**src/rtl/instruction_fetch.sv**
```systemverilog
// Instruction fetch stage: keeps one request outstanding to instruction memory, buffers a word
// that arrives while decode is stalled, and squashes an in-flight word after a taken branch.
module instruction_fetch #(
  parameter logic [31:0] RESET_PC = 32'h0000_0000
) (
  input  logic        clk,
  input  logic        reset,
  input  logic        stall_in,
  input  logic        branch_in,
  input  logic [31:0] target_in,
  output logic        imem_req_out,
  output logic [31:0] imem_addr_out,
  input  logic        imem_ready_in,
  input  logic [31:0] imem_data_in,
  output logic [31:0] IR_out,
  output logic [31:0] PC_out,
  output logic        IR_valid_out
);

  typedef enum logic [1:0] {S_FETCH, S_HOLD, S_SQUASH} state_t;

  state_t      r_state;
  state_t      w_next;
  logic        r_active;
  logic [31:0] r_pc;
  logic [31:0] r_buf;
  logic [31:0] r_pend;
  logic [31:0] r_ir;
  logic [31:0] r_pc_out;
  logic        r_vld;
  logic        w_req;
  logic        w_done;
  logic [31:0] w_tgt;

  assign w_tgt  = target_in & ~32'h3;
  assign w_done = w_req & imem_ready_in;

  always_ff @(posedge clk or posedge reset) begin
    if (reset) r_state <= S_FETCH;
    else       r_state <= w_next;
  end

  always_comb begin
    w_next = r_state;
    case (r_state)
      S_FETCH: begin
        // A branch against an unfinished request must wait for that request to drain
        if (branch_in)                  w_next = (w_req && !imem_ready_in) ? S_SQUASH : S_FETCH;
        else if (stall_in && w_done)    w_next = S_HOLD;
      end
      S_HOLD:   if (branch_in || !stall_in) w_next = S_FETCH;
      S_SQUASH: if (w_done) w_next = S_FETCH;
      default:  w_next = S_FETCH;
    endcase
  end

  // r_active keeps the request low until the first edge after reset is released
  always_comb begin
    w_req = r_active && (r_state != S_HOLD);
  end

  assign imem_req_out  = w_req;
  assign imem_addr_out = r_pc;
  assign IR_out        = r_ir;
  assign PC_out        = r_pc_out;
  assign IR_valid_out  = r_vld;

  always_ff @(posedge clk or posedge reset) begin
    if (reset) begin
      r_active <= 1'b0;
      r_pc     <= RESET_PC;
      r_buf    <= 32'h0;
      r_pend   <= 32'h0;
      r_ir     <= 32'h0;
      r_pc_out <= 32'h0;
      r_vld    <= 1'b0;
    end else begin
      r_active <= 1'b1;
      case (r_state)
        S_FETCH: begin
          if (branch_in) begin
            r_ir  <= 32'h0;
            r_vld <= 1'b0;
            r_buf <= 32'h0;
            if (w_req && !imem_ready_in) r_pend <= w_tgt;
            else                         r_pc   <= w_tgt;
          end else if (stall_in) begin
            if (w_done) begin
              r_buf <= imem_data_in;
              r_pc  <= r_pc + 32'd4;
            end
          end else if (w_done) begin
            r_ir     <= imem_data_in;
            r_pc_out <= r_pc;
            r_vld    <= 1'b1;
            r_pc     <= r_pc + 32'd4;
          end else begin
            r_ir  <= 32'h0;
            r_vld <= 1'b0;
          end
        end
        S_HOLD: begin
          if (branch_in) begin
            r_ir  <= 32'h0;
            r_vld <= 1'b0;
            r_buf <= 32'h0;
            r_pc  <= w_tgt;
          end else if (!stall_in) begin
            // PC already advanced past the buffered word when it was captured
            r_ir     <= r_buf;
            r_pc_out <= r_pc - 32'd4;
            r_vld    <= 1'b1;
          end
        end
        S_SQUASH: begin
          r_ir  <= 32'h0;
          r_vld <= 1'b0;
          if (branch_in) r_pend <= w_tgt;
          if (w_done)    r_pc   <= branch_in ? w_tgt : r_pend;
        end
        default: begin
          r_ir  <= 32'h0;
          r_vld <= 1'b0;
        end
      endcase
    end
  end

endmodule

```
**config.mk**
```make
export PLATFORM = sky130hd
export DESIGN_NAME = instruction_fetch
export DESIGN_NICKNAME = d
export VERILOG_FILES = /design/src/rtl/instruction_fetch.sv
export SDC_FILE = /design/constraint.sdc
export NUM_CORES = 1
export LEC_CHECK = 0
export CAP_MARGIN = 20
export CELL_PAD_IN_SITES_DETAIL_PLACEMENT = 0
export CELL_PAD_IN_SITES_GLOBAL_PLACEMENT = 2
export CORE_MARGIN = 2
export CORE_UTILIZATION = 29
export DETAILED_ROUTE_END_ITERATION = 10
export PLACE_DENSITY = 0.84
export SLEW_MARGIN = 20
export SYNTH_ARGS = -nofsm -noshare
export SYNTH_HDL_FRONTEND = slang
export SYNTH_SLANG_ARGS = --single-unit
```
**constraint.sdc**
```tcl
create_clock -name clk -period 5.25 [get_ports clk]
set_input_delay 1.05 -clock clk [delete_from_list [all_inputs] [get_ports clk]]
set_output_delay 1.05 -clock clk [all_outputs]
set_load 0.1 [all_outputs]
```
==> impl_metrics.csv <==
group,metric,value,unit
worst_setup_path,cp_max_fo,4,
clocking,path_clk_slew,0.07,ns
worst_setup_path,worstSetupEndpointType,"output port",
synth,synth-seq-cells,164,
sta,fin_crit,3.661,ns
synth,synth_area_per_cell,9.118,um2
finish,drive_gt1_share,10.09,%
global_routing,grt-busiest-layer,"met2",
clocking,cts_root_buffer,"clkbuf_16",
floorplanning,initial_core_util,29.30,%
pwr,sw_frac_of_total,54.26,%
sta,fmax,0.2732,GHz
floorplanning,coreArea,29560,um2
floorplanning,ios,167,
clocking,cts_max_level,4,
sta,finalHoldWorstSlack,0.4797,ns
global_routing,grt_max_degree,165,
sta,fin_crit_sh,69.73,%
pwr,pwr-share-clk,15.5,%
run_status,status,"finished, final reports clean",
pwr,combPwrFrac,56.2,%
global_routing,grt_pass1_wl,40630,um
drt,num_vias,7383,
synth,ys_async_sr_fraction,100.0,%
sta,clock_skew,0.02127,ns
drt,routed_wl,25500,um
synth,yosysSeqAreaShare,47.38,%
sta,finalHoldViolations,0,
synth,syn_inst,950,
global_routing,grtUsageMet1,22.48,%
drt,via_per_inst,5.050,
pwr,p_int,0.003594,W
floorplanning,row_count,63,
finish,multi_input_area,4159,um2
sta,finalSetupViolations,0,
finish,final_nets,1131,
drt,wl_per_cell,17.44,um
global_routing,grtUsageMet3,5.262,%
place,preCtsSetupSlack,2.030,ns
sta,worstMarginPinSlew,1.050,ns
synth,yosys_warnings,0,
clocking,postCtsSetupBuffers,0,
clocking,cts_tree,"done",
pwr,p_switching,0.004263,W
place,hpwl,16610,um
flow_run,cap_violations,0,
finish,regArea,4104,um2
drt,first_pass_iters,5,
sta,rsz0062_at_grt,"no",
clocking,cts_buffer_depth,2,
pwr,ir_drop,258.3,uV
drt,postRouteAntennaNets,0,
clocking,worstSkewPairLatency,0.44,ns
global_routing,antenna_found_initial,2,
pwr,seqPwrFrac,28.4,%
worst_hold_path,hp-class,"reg -> reg",
synth,syn_nets,1024,
finish,syn_to_final_growth,28.43,%
place,io_buffers,164,
sta,slew_headroom,29.78,%
pwr,p_per_area,706.3,nW/um2
finish,fillers,3040,
clocking,cts_resized,0,
sta,setup_slack,1.589,ns
sta,slew_viol_final,0,
floorplanning,dieArea,31270,um2
synth,synth-edff-count,0,
drt,remaining_drc_errors,0,
clocking,cts_sinks,164,
drt,drtIter0Drc,342,
place,gp_congestion,0.7643,
synth,post_synth_instance_area,8662,um2
global_routing,grt-ovfl-total,0,
sta,tns,0,ns
worst_setup_path,cp-start-kind,"flip-flop",
floorplanning,die_h,176.8,um
global_routing,grt_pass1_vias,7105,
global_routing,use_met2,25.24,%
synth,synth_ff_type,"dfrtp_1",
global_routing,track_usage,16.49,%
pwr,p_leak,4.296,nW
clocking,cts.hold.buffers_added,0,
synth,ys_types,67,
floorplanning,dieWidth,176.8,um
worst_setup_path,cp.required,4.20,ns
worst_setup_path,arrival,2.61,ns
clocking,numCtsBuffers,17,
worst_setup_path,crit_type,"reg -> out",
-- Yosys cell counts (all sizes together), types with 12 or more instances --
cell type	n	area share [%]
nand3	19	1.1
buf	19	1.1
a31oi	12	0.87
inv	20	0.87
dfrtp	164	47
mux2	38	4.9
a221oi	17	1.7
xnor2	25	2.5
a22oi	39	3.4
nand2	133	5.8
o21ai	95	5.5
a21oi	62	3.8
nor3	12	0.69
nor2	74	3.2
clkbuf	69	3.0
-- worst max-delay path, cell delays in order (launching register included) --
cell and delay (ns):
dfrtp_1 0.39, inv_1 0.08, ha_1 0.20, nor2b_1 0.26, clkdlybuf4s50_1 1.25
-- path summary, 6_finish.rpt --
check                                start      endpoint  slack, ns  depth (start not counted)
worst min-delay path             IR_out[9]     IR_out[9]       0.48                          2
max in group asynchronous            reset     IR_out[3]       3.32                          3
min in group asynchronous            reset     r_buf[12]       1.23                          3
worst max-delay path            r_state[1]  imem_req_out       1.59                          4
worst min register to register   IR_out[9]     IR_out[9]       0.48                          2
worst max register to register  r_state[1]    PC_out[19]       2.44                          8
-- routing by layer --
layer	routed length (um)	share of wire, %
met5	0	0
met4	353	1.4
met3	1949	7.6
met2	11480	45
met1	11720	46
-- power by group through the flow --
stage	registers, W	logic (W)	clock network, W
after floorplan	0.00391	0.00167	0
after global placement	0.00224	0.00440	0
after detailed placement	0.00225	0.00444	0
after CTS	0.00223	0.00445	0.00125
after global routing	0.00231	0.00471	0.00131
final	0.00223	0.00441	0.00121
-- cell families after synthesis --
logic type / Yosys count / share of synthesized area, %
muxes: 39 / 5.056
xor gates and xnor gates: 31 / 3.134
adders and majority gates: 5 / 0.7222
and+or+nand+nor: 308 / 16.84
DFF: 164 / 47.38
other: 1 / 0.04329
buffers and inverters: 109 / 5.041
AOI/OAI and AO/OA: 293 / 21.78
-- metrics by stage --
stage | total power, W | cells | area [um2] | util, %
final | 0.007857 | 1462 | 11120 | 37.63
after global routing | 0.008324 | 1461 | 11120 | 37.63
after CTS | 0.007928 | 1460 | 11120 | 37.62
after detailed placement | 0.006689 | 1428 | 10570 | 35.77
after global placement | 0.006644 | 1428 | 10570 | 35.77
after floorplan | 0.005578 | 950 | 8666 | -
-- sequential cells by signal, indices dropped and copies added (netlist names) --
| signal | cells |
|---|---|
| IR_out | 32 |
| PC_out | 32 |
| imem_addr_out | 32 |
| r_buf | 32 |
| r_pend | 32 |
| r_state | 2 |
| IR_valid_out | 1 |
| r_active | 1 |
-- layout make-up --
type | instances | share of cell area, %
inverter | 21 | 0.7423
antenna | 2 | 0.04499
clock buffer | 18 | 3.858
timing repair buffer | 176 | 15.63
tap | 390 | 4.386
sequential | 164 | 36.89
clock inverter | 14 | 1.057
multi-input combinational | 677 | 37.39
-- layout by cell type, fill, tap and decap left out, types with 4 or more instances in the layout --
| master | n |
|---|---|
| a21oi_1 | 58 |
| nand4_1 | 9 |
| or3_1 | 7 |
| and3_1 | 5 |
| nor2b_1 | 5 |
| nor2_1 | 71 |
| a21o_1 | 5 |
| inv_1 | 19 |
| a22oi_1 | 39 |
| xnor2_1 | 25 |
| a211oi_1 | 10 |
| and4_1 | 4 |
| o21ai_0 | 90 |
| and2_1 | 8 |
| a221oi_1 | 17 |
| clkbuf_16 | 17 |
| inv_6 | 4 |
| or4_1 | 4 |
| clkdlybuf4s50_1 | 163 |
| ha_1 | 5 |
| a22o_1 | 8 |
| dfrtp_1 | 164 |
| nand3_1 | 19 |
| nand2_1 | 132 |
| nor3_1 | 12 |
| a31oi_1 | 12 |
| o22a_1 | 5 |
| xor2_1 | 6 |
| a21oi_2 | 4 |
| mux2_2 | 38 |
| nor4_1 | 8 |
| o31ai_1 | 9 |
| buf_4 | 11 |
| clkinvlp_4 | 5 |
Power figures use the tool's default switching activity.
